`config.mk`:
```
export PLATFORM = sky130hd
export DESIGN_NAME = eth_frame_rx
export DESIGN_NICKNAME = d
export VERILOG_FILES = /design/src/rtl/eth_frame_rx.sv
export SDC_FILE = /design/constraint.sdc
export NUM_CORES = 1
export LEC_CHECK = 0
export CAP_MARGIN = 20
export CELL_PAD_IN_SITES_DETAIL_PLACEMENT = 0
export CELL_PAD_IN_SITES_GLOBAL_PLACEMENT = 1
export CORE_MARGIN = 2
export CORE_UTILIZATION = 41
export DETAILED_ROUTE_END_ITERATION = 7
export PLACE_DENSITY_LB_ADDON = 0.1
export RECOVER_POWER = 50
export SLEW_MARGIN = 20
export SYNTH_ARGS = -nofsm -noshare
export SYNTH_HDL_FRONTEND = slang
export SYNTH_SLANG_ARGS = --single-unit
```
`constraint.sdc`:
```
create_clock -name clk -period 8.1 [get_ports clk]
set_input_delay 1.62 -clock clk [delete_from_list [all_inputs] [get_ports clk]]
set_output_delay 1.62 -clock clk [all_outputs]
set_load 0.01 [all_outputs]
```
`src/rtl/eth_frame_rx.sv`:
```
// Ethernet II frame receiver: parses the 14-byte header, filters on destination
// MAC and ethertype, and steers the payload to an IPv4 or an ARP byte stream.
module eth_frame_rx #(
  parameter int CNT_WIDTH = 16
) (
  input  logic                 clk,
  input  logic                 reset,
  input  logic [47:0]          mac_addr,
  input  logic [7:0]           axis_tdata_in,
  input  logic                 axis_tvalid_in,
  input  logic                 axis_tlast_in,
  output logic                 axis_tready_o,
  output logic [7:0]           ip_tdata_out,
  output logic                 ip_tvalid_out,
  output logic                 ip_tlast_out,
  input  logic                 ip_tready_in,
  output logic [7:0]           arp_tdata_out,
  output logic                 arp_tvalid_out,
  output logic                 arp_tlast_out,
  input  logic                 arp_tready_in,
  output logic [47:0]          src_mac_out,
  output logic [15:0]          ethertype_out,
  output logic                 hdr_valid_out,
  output logic [CNT_WIDTH-1:0] frames_ok_out,
  output logic [CNT_WIDTH-1:0] frames_drop_out
);

  typedef enum logic [1:0] {HDR, PAY_IP, PAY_ARP, DROP} state_t;

  localparam logic [15:0] TYPE_IPV4 = 16'h0800;
  localparam logic [15:0] TYPE_ARP  = 16'h0806;

  state_t               state_reg, state_next;
  logic [3:0]           byte_cnt_reg;
  logic                 local_ok_reg, bcast_ok_reg;
  logic [47:0]          src_shift_reg;
  logic [7:0]           type_hi_reg;
  logic [47:0]          src_mac_reg;
  logic [15:0]          ethertype_reg;
  logic                 hdr_valid_reg;
  logic [CNT_WIDTH-1:0] frames_ok_reg, frames_drop_reg;

  logic [7:0]           mac_byte [0:7];
  logic [7:0]           ch_tdata_reg [0:1];
  logic                 ch_tvalid_reg [0:1];
  logic                 ch_tlast_reg [0:1];
  logic                 ch_tready [0:1];
  logic                 ch_sel [0:1];

  logic                 accept;
  logic                 hdr_last;
  logic                 dst_ok;
  logic                 to_payload;
  logic [15:0]          type_word;
  logic                 ok_inc, drop_inc;

  // Byte-addressable view of the local MAC; entries 6 and 7 only pad the 3-bit index.
  generate
    for (genvar gi = 0; gi < 8; gi++) begin : g_mac_byte
      if (gi < 6) begin : g_used
        assign mac_byte[gi] = mac_addr[47-8*gi -: 8];
      end else begin : g_pad
        assign mac_byte[gi] = 8'h00;
      end
    end
  endgenerate

  assign accept     = axis_tvalid_in && axis_tready_o;
  assign hdr_last   = (state_reg == HDR) && accept && (byte_cnt_reg == 4'd13) && !axis_tlast_in;
  assign dst_ok     = local_ok_reg || bcast_ok_reg;
  assign type_word  = {type_hi_reg, axis_tdata_in};
  assign to_payload = hdr_last && ((state_next == PAY_IP) || (state_next == PAY_ARP));

  assign ch_sel[0]    = (state_reg == PAY_IP);
  assign ch_sel[1]    = (state_reg == PAY_ARP);
  assign ch_tready[0] = ip_tready_in;
  assign ch_tready[1] = arp_tready_in;

  // FSM state register
  always_ff @(posedge clk or posedge reset) begin
    if (reset) begin
      state_reg <= HDR;
    end else begin
      state_reg <= state_next;
    end
  end

  // FSM next-state logic
  always_comb begin
    state_next = state_reg;
    case (state_reg)
      HDR: begin
        if (hdr_last) begin
          if (dst_ok && (type_word == TYPE_IPV4)) begin
            state_next = PAY_IP;
          end else if (dst_ok && (type_word == TYPE_ARP)) begin
            state_next = PAY_ARP;
          end else begin
            state_next = DROP;
          end
        end
      end
      PAY_IP, PAY_ARP, DROP: begin
        if (accept && axis_tlast_in) begin
          state_next = HDR;
        end
      end
      default: state_next = HDR;
    endcase
  end

  // FSM outputs: payload states only accept when the selected output slot can take a byte
  always_comb begin
    axis_tready_o = 1'b1;
    case (state_reg)
      PAY_IP:  axis_tready_o = !ch_tvalid_reg[0] || ip_tready_in;
      PAY_ARP: axis_tready_o = !ch_tvalid_reg[1] || arp_tready_in;
      default: axis_tready_o = 1'b1;
    endcase
  end

  // Header parsing: destination match flags, source MAC shift, ethertype high byte
  always_ff @(posedge clk or posedge reset) begin
    if (reset) begin
      byte_cnt_reg  <= 4'd0;
      local_ok_reg  <= 1'b0;
      bcast_ok_reg  <= 1'b0;
      src_shift_reg <= 48'h0;
      type_hi_reg   <= 8'h00;
    end else if ((state_reg == HDR) && accept) begin
      if (axis_tlast_in || (byte_cnt_reg == 4'd13)) begin
        byte_cnt_reg <= 4'd0;
      end else begin
        byte_cnt_reg <= byte_cnt_reg + 4'd1;
      end
      if (byte_cnt_reg < 4'd6) begin
        local_ok_reg <= ((byte_cnt_reg == 4'd0) || local_ok_reg)
                        && (axis_tdata_in == mac_byte[byte_cnt_reg[2:0]]);
        bcast_ok_reg <= ((byte_cnt_reg == 4'd0) || bcast_ok_reg)
                        && (axis_tdata_in == 8'hFF);
      end
      if ((byte_cnt_reg >= 4'd6) && (byte_cnt_reg <= 4'd11)) begin
        src_shift_reg <= {src_shift_reg[39:0], axis_tdata_in};
      end
      if (byte_cnt_reg == 4'd12) begin
        type_hi_reg <= axis_tdata_in;
      end
    end
  end

  // Published header metadata only changes for frames that are actually forwarded
  always_ff @(posedge clk or posedge reset) begin
    if (reset) begin
      src_mac_reg   <= 48'h0;
      ethertype_reg <= 16'h0;
      hdr_valid_reg <= 1'b0;
    end else begin
      hdr_valid_reg <= to_payload;
      if (to_payload) begin
        src_mac_reg   <= src_shift_reg;
        ethertype_reg <= type_word;
      end
    end
  end

  // One output register per channel; a drain and a new load in the same cycle overwrite
  generate
    for (genvar gi = 0; gi < 2; gi++) begin : g_chan
      always_ff @(posedge clk or posedge reset) begin
        if (reset) begin
          ch_tdata_reg[gi]  <= 8'h00;
          ch_tvalid_reg[gi] <= 1'b0;
          ch_tlast_reg[gi]  <= 1'b0;
        end else if (accept && ch_sel[gi]) begin
          ch_tdata_reg[gi]  <= axis_tdata_in;
          ch_tvalid_reg[gi] <= 1'b1;
          ch_tlast_reg[gi]  <= axis_tlast_in;
        end else if (ch_tready[gi]) begin
          ch_tvalid_reg[gi] <= 1'b0;
          ch_tlast_reg[gi]  <= 1'b0;
        end
      end
    end
  endgenerate

  // Frame statistics, saturating at all-ones
  assign ok_inc   = accept && axis_tlast_in && ((state_reg == PAY_IP) || (state_reg == PAY_ARP));
  assign drop_inc = accept && axis_tlast_in && ((state_reg == HDR) || (state_reg == DROP));

  always_ff @(posedge clk or posedge reset) begin
    if (reset) begin
      frames_ok_reg   <= '0;
      frames_drop_reg <= '0;
    end else begin
      if (ok_inc && (frames_ok_reg != '1)) begin
        frames_ok_reg <= frames_ok_reg + 1'b1;
      end
      if (drop_inc && (frames_drop_reg != '1)) begin
        frames_drop_reg <= frames_drop_reg + 1'b1;
      end
    end
  end

  assign ip_tdata_out    = ch_tdata_reg[0];
  assign ip_tvalid_out   = ch_tvalid_reg[0];
  assign ip_tlast_out    = ch_tlast_reg[0];
  assign arp_tdata_out   = ch_tdata_reg[1];
  assign arp_tvalid_out  = ch_tvalid_reg[1];
  assign arp_tlast_out   = ch_tlast_reg[1];
  assign src_mac_out     = src_mac_reg;
  assign ethertype_out   = ethertype_reg;
  assign hdr_valid_out   = hdr_valid_reg;
  assign frames_ok_out   = frames_ok_reg;
  assign frames_drop_out = frames_drop_reg;

endmodule

```
==> results_dict.tcl, run 1 <==
set metrics [dict create \
    die_area_mm2 0.0208 \
    postSynth.asyncResetShare_pct 100 \
    relSlewSlack_pct -132 \
    rsz0062_at_grt "no" \
    core_area_mm2 0.0193 \
    fin_skew_ns 0.0143 \
    gr-usage-met2_pct 28.3 \
    layout-drive-gt1-share_pct 22.4 \
    drc 0 \
    clkLatencyLatePin_ns 0.43 \
    place.gp.congestion 0.758 \
    power.switching_mw 0.900 \
    post_drt_wl_per_cell_um 16.3 \
    slew_viol_final 77 \
    yosys.area.top_type_share_pct 56.3 \
    die_x_um 144 \
    finalCritPeriodShare_pct 59.9 \
    crit_slowest_cell "clkdlybuf4s50_1" \
    status "finished, violations left" \
    setup_slack_ns 3.25 \
    syn_area_mm2 0.00805 \
    die_h_um 144 \
    busiest_layer "met2" \
    nets 831 \
    diodes 0 \
    antenna_found_initial 0 \
    intPower_mw 1.95 \
    max_stage_delay_ns 0.64 \
    syn_to_final_growth_pct 31.3 \
    wirelength_um 17000 \
    cp.required_ns 6.48 \
    met1_usage_pct 22.7 \
    avgSynthCellArea_um2 13.7 \
    cts-resized-gates 0 \
    max_freq_mhz 206 \
    tightestPinTransition_ns 3.45 \
    synth.distinct_cells 50 \
    post_cts_buffers 0 \
    clockBufferDepth 2 \
    yosysMostFrequentCell "dfrtp_1" \
    hold_violations 0 \
    yosys_register_bits 181 \
    place_hpwl_um 12000 \
    overflow 0 \
    power_frac_seq_pct 44.9 \
    cts_hold_buf 0 \
    avgViaCountPerCell 4.93 \
    grt_pass1_vias 5211 \
    start_kind "primary input" \
    firstDrtPassIters 4 \
    min_period_ns 4.85 \
    hp-class "reg -> reg" \
    grt_max_degree 77 \
    ys_top_cells_by_area "dfrtp_1 56%, mux2_2 12%, mux2_4 6.3%" \
    path_class "in -> out" \
    root_buffer "clkbuf_16" \
    fin_util_pct 54.6 \
    dr_total_vias 5119 \
    place.port_buffers 179 \
    p_leak_nw 5.23 \
    cts_tree "done" \
    combPwrFrac_pct 26.9 \
    numCtsBuffers 17 \
    maxCapViolCount 1 \
    synth.largest_area_cell "dfrtp_1" \
    clkSlewWorstSetupHoldPaths_ns 0.07 \
    failed_checks "capacitance limit, slew limit" \
    cp.arrival_ns 3.23 \
    synth.yosys.seq_area_share_pct 56.3 \
    start_util_pct 41.6 \
    pwr-share-clk_pct 28.2 \
    ant_nets 0 \
    ys.flop_type "dfrtp_1" \
    htreeDepth 4 \
    post-place-ws_ns 3.45 \
    setup-violations-final 0 \
    synthTopCellsByCount "181 x dfrtp_1, 88 x mux2_2, 34 x mux2_4" \
    cp-end-kind "output port" \
    rows 51 \
    path_max_fanout 4 \
    pin_count 180 \
    drtIter0Drc 289 \
    grt_pass1_wl_um 27600 \
    synth_nets 659 \
    grtUsageMet3_pct 3.87 \
    p_per_area_mw_per_mm2 270 \
    synth_edf_count 0 \
    grtUsageTotal_pct 17.1 \
    cts_num_sinks 181 \
    yosys_warnings 0 \
    ir_worst_vdd_uv 142 \
    syn-instance-count 588 \
    swShare_pct 31.5 \
    crit_path_cell_trace "dlygate4sd3_1 > nor2b_1 > o221ai_1 > clkdlybuf4s50_1" \
    setup_tns_ns 0 \
]
==> per-layer routing <==
layer  wire length, µm  share of wire (%)
met1              7630                 45
met2              8360                 49
met3               799                4.7
met4               174                1.0
met5                 0                  0
==> kinds of logic (layout without fill, tap and decap cells) <==
logic type / Yosys count / after routing / share of synthesized area (%)
DFF: 181 / 181 / 56.3
muxes: 144 / 144 / 22.0
and+or+nand+nor: 129 / 129 / 9.20
buffers and inverters: 48 / 233 / 3.33
xor gates and xnor gates: 47 / 47 / 5.11
AOI/OAI and AO/OA: 30 / 30 / 2.63
adders and majority gates: 9 / 9 / 1.40
==> final timing paths <==
kind | end | slack (ns) | depth (start not counted) | startpoint
worst max-delay path | axis_tready_o | 3.25 | 4 | arp_tready_in
worst min-delay path | ethertype_out[11]$_DFFE_PP0P_ | 0.47 | 1 | ethertype_out[11]$_DFFE_PP0P_
worst max register to register | src_mac_out[32]$_DFFE_PP0P_ | 4.96 | 7 | byte_cnt_reg[1]$_DFFE_PP0P_
worst min register to register | ethertype_out[11]$_DFFE_PP0P_ | 0.47 | 1 | ethertype_out[11]$_DFFE_PP0P_
max in group asynchronous | frames_ok_out[2]$_DFFE_PP0P_ | 3.60 | 3 | reset
min in group asynchronous | ethertype_out[9]$_DFFE_PP0P_ | 2.64 | 2 | reset
==> power groups by stage <==
stage                     registers [mW]  clock network [mW]  logic [mW]
after CTS                           1.29               0.829       0.815
after global placement              1.30                   0       0.794
after floorplan                     1.26                   0       0.551
final                               1.28               0.806       0.767
after global routing                1.32               0.871       0.846
after detailed placement            1.31                   0       0.812
==> worst max-delay path, delay by kind of cell <==
family,cells,cell delay [ns]
compound gates,1,0.35
buf+inv,2,1.19
simple gates,1,0.07
==> area by class of cell <==
cell class	count	area, µm²
Inverter	18	68.8
Timing Repair Buffer	183	1820
Sequential cell	181	4530
Tap cell	265	332
Clock buffer	17	425
Multi-Input combinational cell	359	3230
Fill cell	1632	8770
Clock inverter	15	160
==> stage by stage <==
stage | instance area, µm² | instances | total power, mW | hold WS (ns)
2_1_floorplan | 8050 | 588 | 1.81 | 0.471
6_report | 10600 | 1038 | 2.86 | 0.467
5_1_grt | 10600 | 1038 | 3.03 | 0.494
4_1_cts | 10600 | 1038 | 2.94 | 0.478
3_5_place_dp | 10000 | 1006 | 2.12 | 0.463
3_3_place_gp | 10000 | 1006 | 2.09 | 0.453
==> placed cells by master, fill, tap and decap left out, drive strengths merged, types with 5 or more instances in the layout <==
cell           count
clkbuf            17
xnor2             22
a21oi              5
nand4             10
mux2             124
nor3              19
inv               24
and2              15
xor2              25
clkinv             8
clkdlybuf4s50     68
nand2             19
nand3             15
and4               5
ha                 9
dfrtp            181
o21ai             11
nor2              25
dlygate4sd3      111
mux2i             16
Note: power is estimated with default switching activity, not from simulation.
==> inputs of run 2 (changes only) <==
- CORE_UTILIZATION: 41 -> 37
- clock period: 8.1 -> 4.22 ns (I/O delays scaled with it)
==> run 2 against run 1 <==
Clock power increased by 91%. Sequential cell count is the same. Core utilization down 4.2 points. Non-clock buffer count up 13. Final cell count increased by 2.2%. Largest cell class unchanged. Highest routed layer unchanged. Combinational power up 100%. Critical path depth unchanged. Hold slack gained 0.023 ns. The run still ends with capacitance limit, slew limit left. Clock-buffer cell count unchanged. Critical endpoint unchanged. Die area grew 11%. Sequential power is 90% higher.
==> results_dict.tcl, run 2 (same netlist as run 1, synthesis figures left out) <==
set metrics [dict create \
    multi_input_area_mm2 0.00322 \
    hold_violations 0 \
    failed_checks "capacitance limit, slew limit" \
    grt_pass1_vias 5488 \
    pwr-share-clk_pct 27.8 \
    dr_total_vias 5100 \
    min_from "ethertype_out[11]$_DFFE_PP0P_" \
    clkLatencyLatePin_ns 0.42 \
    clockBufferDepth 2 \
    drc 0 \
    core_area_mm2 0.0212 \
    grtUsageTotal_pct 16.3 \
    finalCritPeriodShare_pct 79.0 \
    fillers 1879 \
    place.port_buffers 179 \
    placed_area_mm2 0.0101 \
    clkSlewWorstSetupHoldPaths_ns 0.07 \
    timing.rr.start "state_reg[1]$_DFF_PP0_" \
    p_leak_nw 5.11 \
    power.switching_mw 1.75 \
    crit_slowest_cell "clkdlybuf4s50_1" \
    drtIter0Drc 248 \
    reg2reg_depth 8 \
    start_kind "primary input" \
    relSlewSlack_pct -2.02 \
    whs_endpoint "ethertype_out[11]$_DFFE_PP0P_" \
    cts_hold_buf 0 \
    ir_worst_vdd_uv 264 \
    place.gp.congestion 0.792 \
    path_max_fanout 4 \
    grt_pass1_wl_um 29200 \
    cp.required_ns 3.38 \
    min_delay_path_depth 1 \
    firstDrtPassIters 4 \
    cts_tree "done" \
    place_inst 1029 \
    rsz0062_at_grt "no" \
    setup-violations-final 0 \
    root_buffer "clkbuf_16" \
    tightestPinTransition_ns 1.53 \
    setup_tns_ns 0 \
    post_cts_buffers 0 \
    syn_to_final_growth_pct 32.7 \
    overflow 0 \
    avgViaCountPerCell 4.81 \
    crit_buf_inv 2 \
    final_cell_count_no_fill 1061 \
    htreeDepth 4 \
    post_drt_wl_per_cell_um 16.8 \
    slew_viol_final 30 \
    nets 844 \
    cts_num_sinks 181 \
    cp.arrival_ns 2.49 \
    r2r_slack_ns 1.20 \
    combPwrFrac_pct 28.3 \
    regArea_mm2 0.00453 \
    intPower_mw 3.79 \
    layout-drive-gt1-share_pct 23.4 \
    power_frac_seq_pct 43.9 \
    swShare_pct 31.6 \
    die_h_um 151 \
    grt_max_degree 80 \
    numCtsBuffers 17 \
    layout_common_cells "181 x dfrtp_1, 131 x clkdlybuf4s50_1, 88 x mux2_2" \
    ant_nets 0 \
    path_class "in -> out" \
    p_per_area_mw_per_mm2 518 \
    max_freq_mhz 300 \
    hp-class "reg -> reg" \
    fin_skew_ns 0.0129 \
    die_x_um 151 \
    rows 53 \
    r2r-end "src_mac_out[10]$_DFFE_PP0P_" \
    crit_path_cell_trace "dlygate4sd3_1 > nor2b_1 > o221ai_1 > clkdlybuf4s50_1" \
    cp-end-kind "output port" \
    place_hpwl_um 13200 \
    cts-resized-gates 0 \
    setup_slack_ns 0.886 \
    critPathTopFamily "buffers and inverters" \
    finalInstanceArea_mm2 0.0107 \
    post-place-ws_ns 0.669 \
    fin_util_pct 50.5 \
    wirelength_um 17800 \
    diodes 0 \
    pin_count 180 \
    die_area_mm2 0.0229 \
    crit_path_start "ip_tready_in" \
    status "finished, violations left" \
    start_util_pct 38.0 \
    maxCapViolCount 1 \
    min_period_ns 3.33 \
    antenna_found_initial 0 \
    final_common_cell "dfrtp_1" \
    max_stage_delay_ns 0.65 \
]
[run 2: cell types whose count changed in the layout (fill, tap and decap cells not counted), sizes merged]
cell	change
dlygate4sd3	-63
clkbuf	+2
clkdlybuf4s50	+63
buf	+11
inv	-1
clkinvlp	+1
[run 2: routing by layer]
layer,part of all wire (%),routed length [µm],vias to the layer above,track usage (%)
li1,-,-,2434,-
met1,44,7870,2534,21.5
met2,51,9050,119,27.7
met3,4.7,832,13,4.16
met4,0.54,97,0,2.52
met5,0,0,-,0
[run 2: layout make-up]
class / count / share of cell area, %
clock inverters: 15 / 1.51
multi-input cells: 359 / 30.2
flip-flops and latches: 181 / 42.4
clock buffers: 17 / 3.98
repair buffers: 196 / 18.0
well taps: 275 / 3.22
inverters: 18 / 0.644
[run 2: power by group through the flow]
| stage | Combinational, mW | Sequential, mW | Clock (mW) |
|---|---|---|---|
| floorplan | 1.06 | 2.42 | 0 |
| global placement | 1.60 | 2.46 | 0 |
| detailed placement | 1.63 | 2.48 | 0 |
| CTS | 1.64 | 2.45 | 1.59 |
| global route | 1.72 | 2.49 | 1.67 |
| finish | 1.57 | 2.43 | 1.54 |
[run 2: how the worst max path moves through the flow]
stage                                        end  slack, ns  depth (start not counted)
global route          src_mac_out[9]$_DFFE_PP0P_       0.76                          7
global placement     src_mac_out[19]$_DFFE_PP0P_       0.71                          7
finish                             axis_tready_o       0.89                          4
floorplan           arp_tdata_out[0]$_DFFE_PP0P_       1.05                          1
CTS                                axis_tready_o       1.07                          4
detailed placement   src_mac_out[22]$_DFFE_PP0P_       0.67                          7
[run 2: through the flow]
step	hold WS, ns	power (mW)
after floorplan	0.471	3.47
after global placement	0.464	4.05
after detailed placement	0.479	4.11
after CTS	0.500	5.67
after global routing	0.508	5.87
final	0.489	5.53
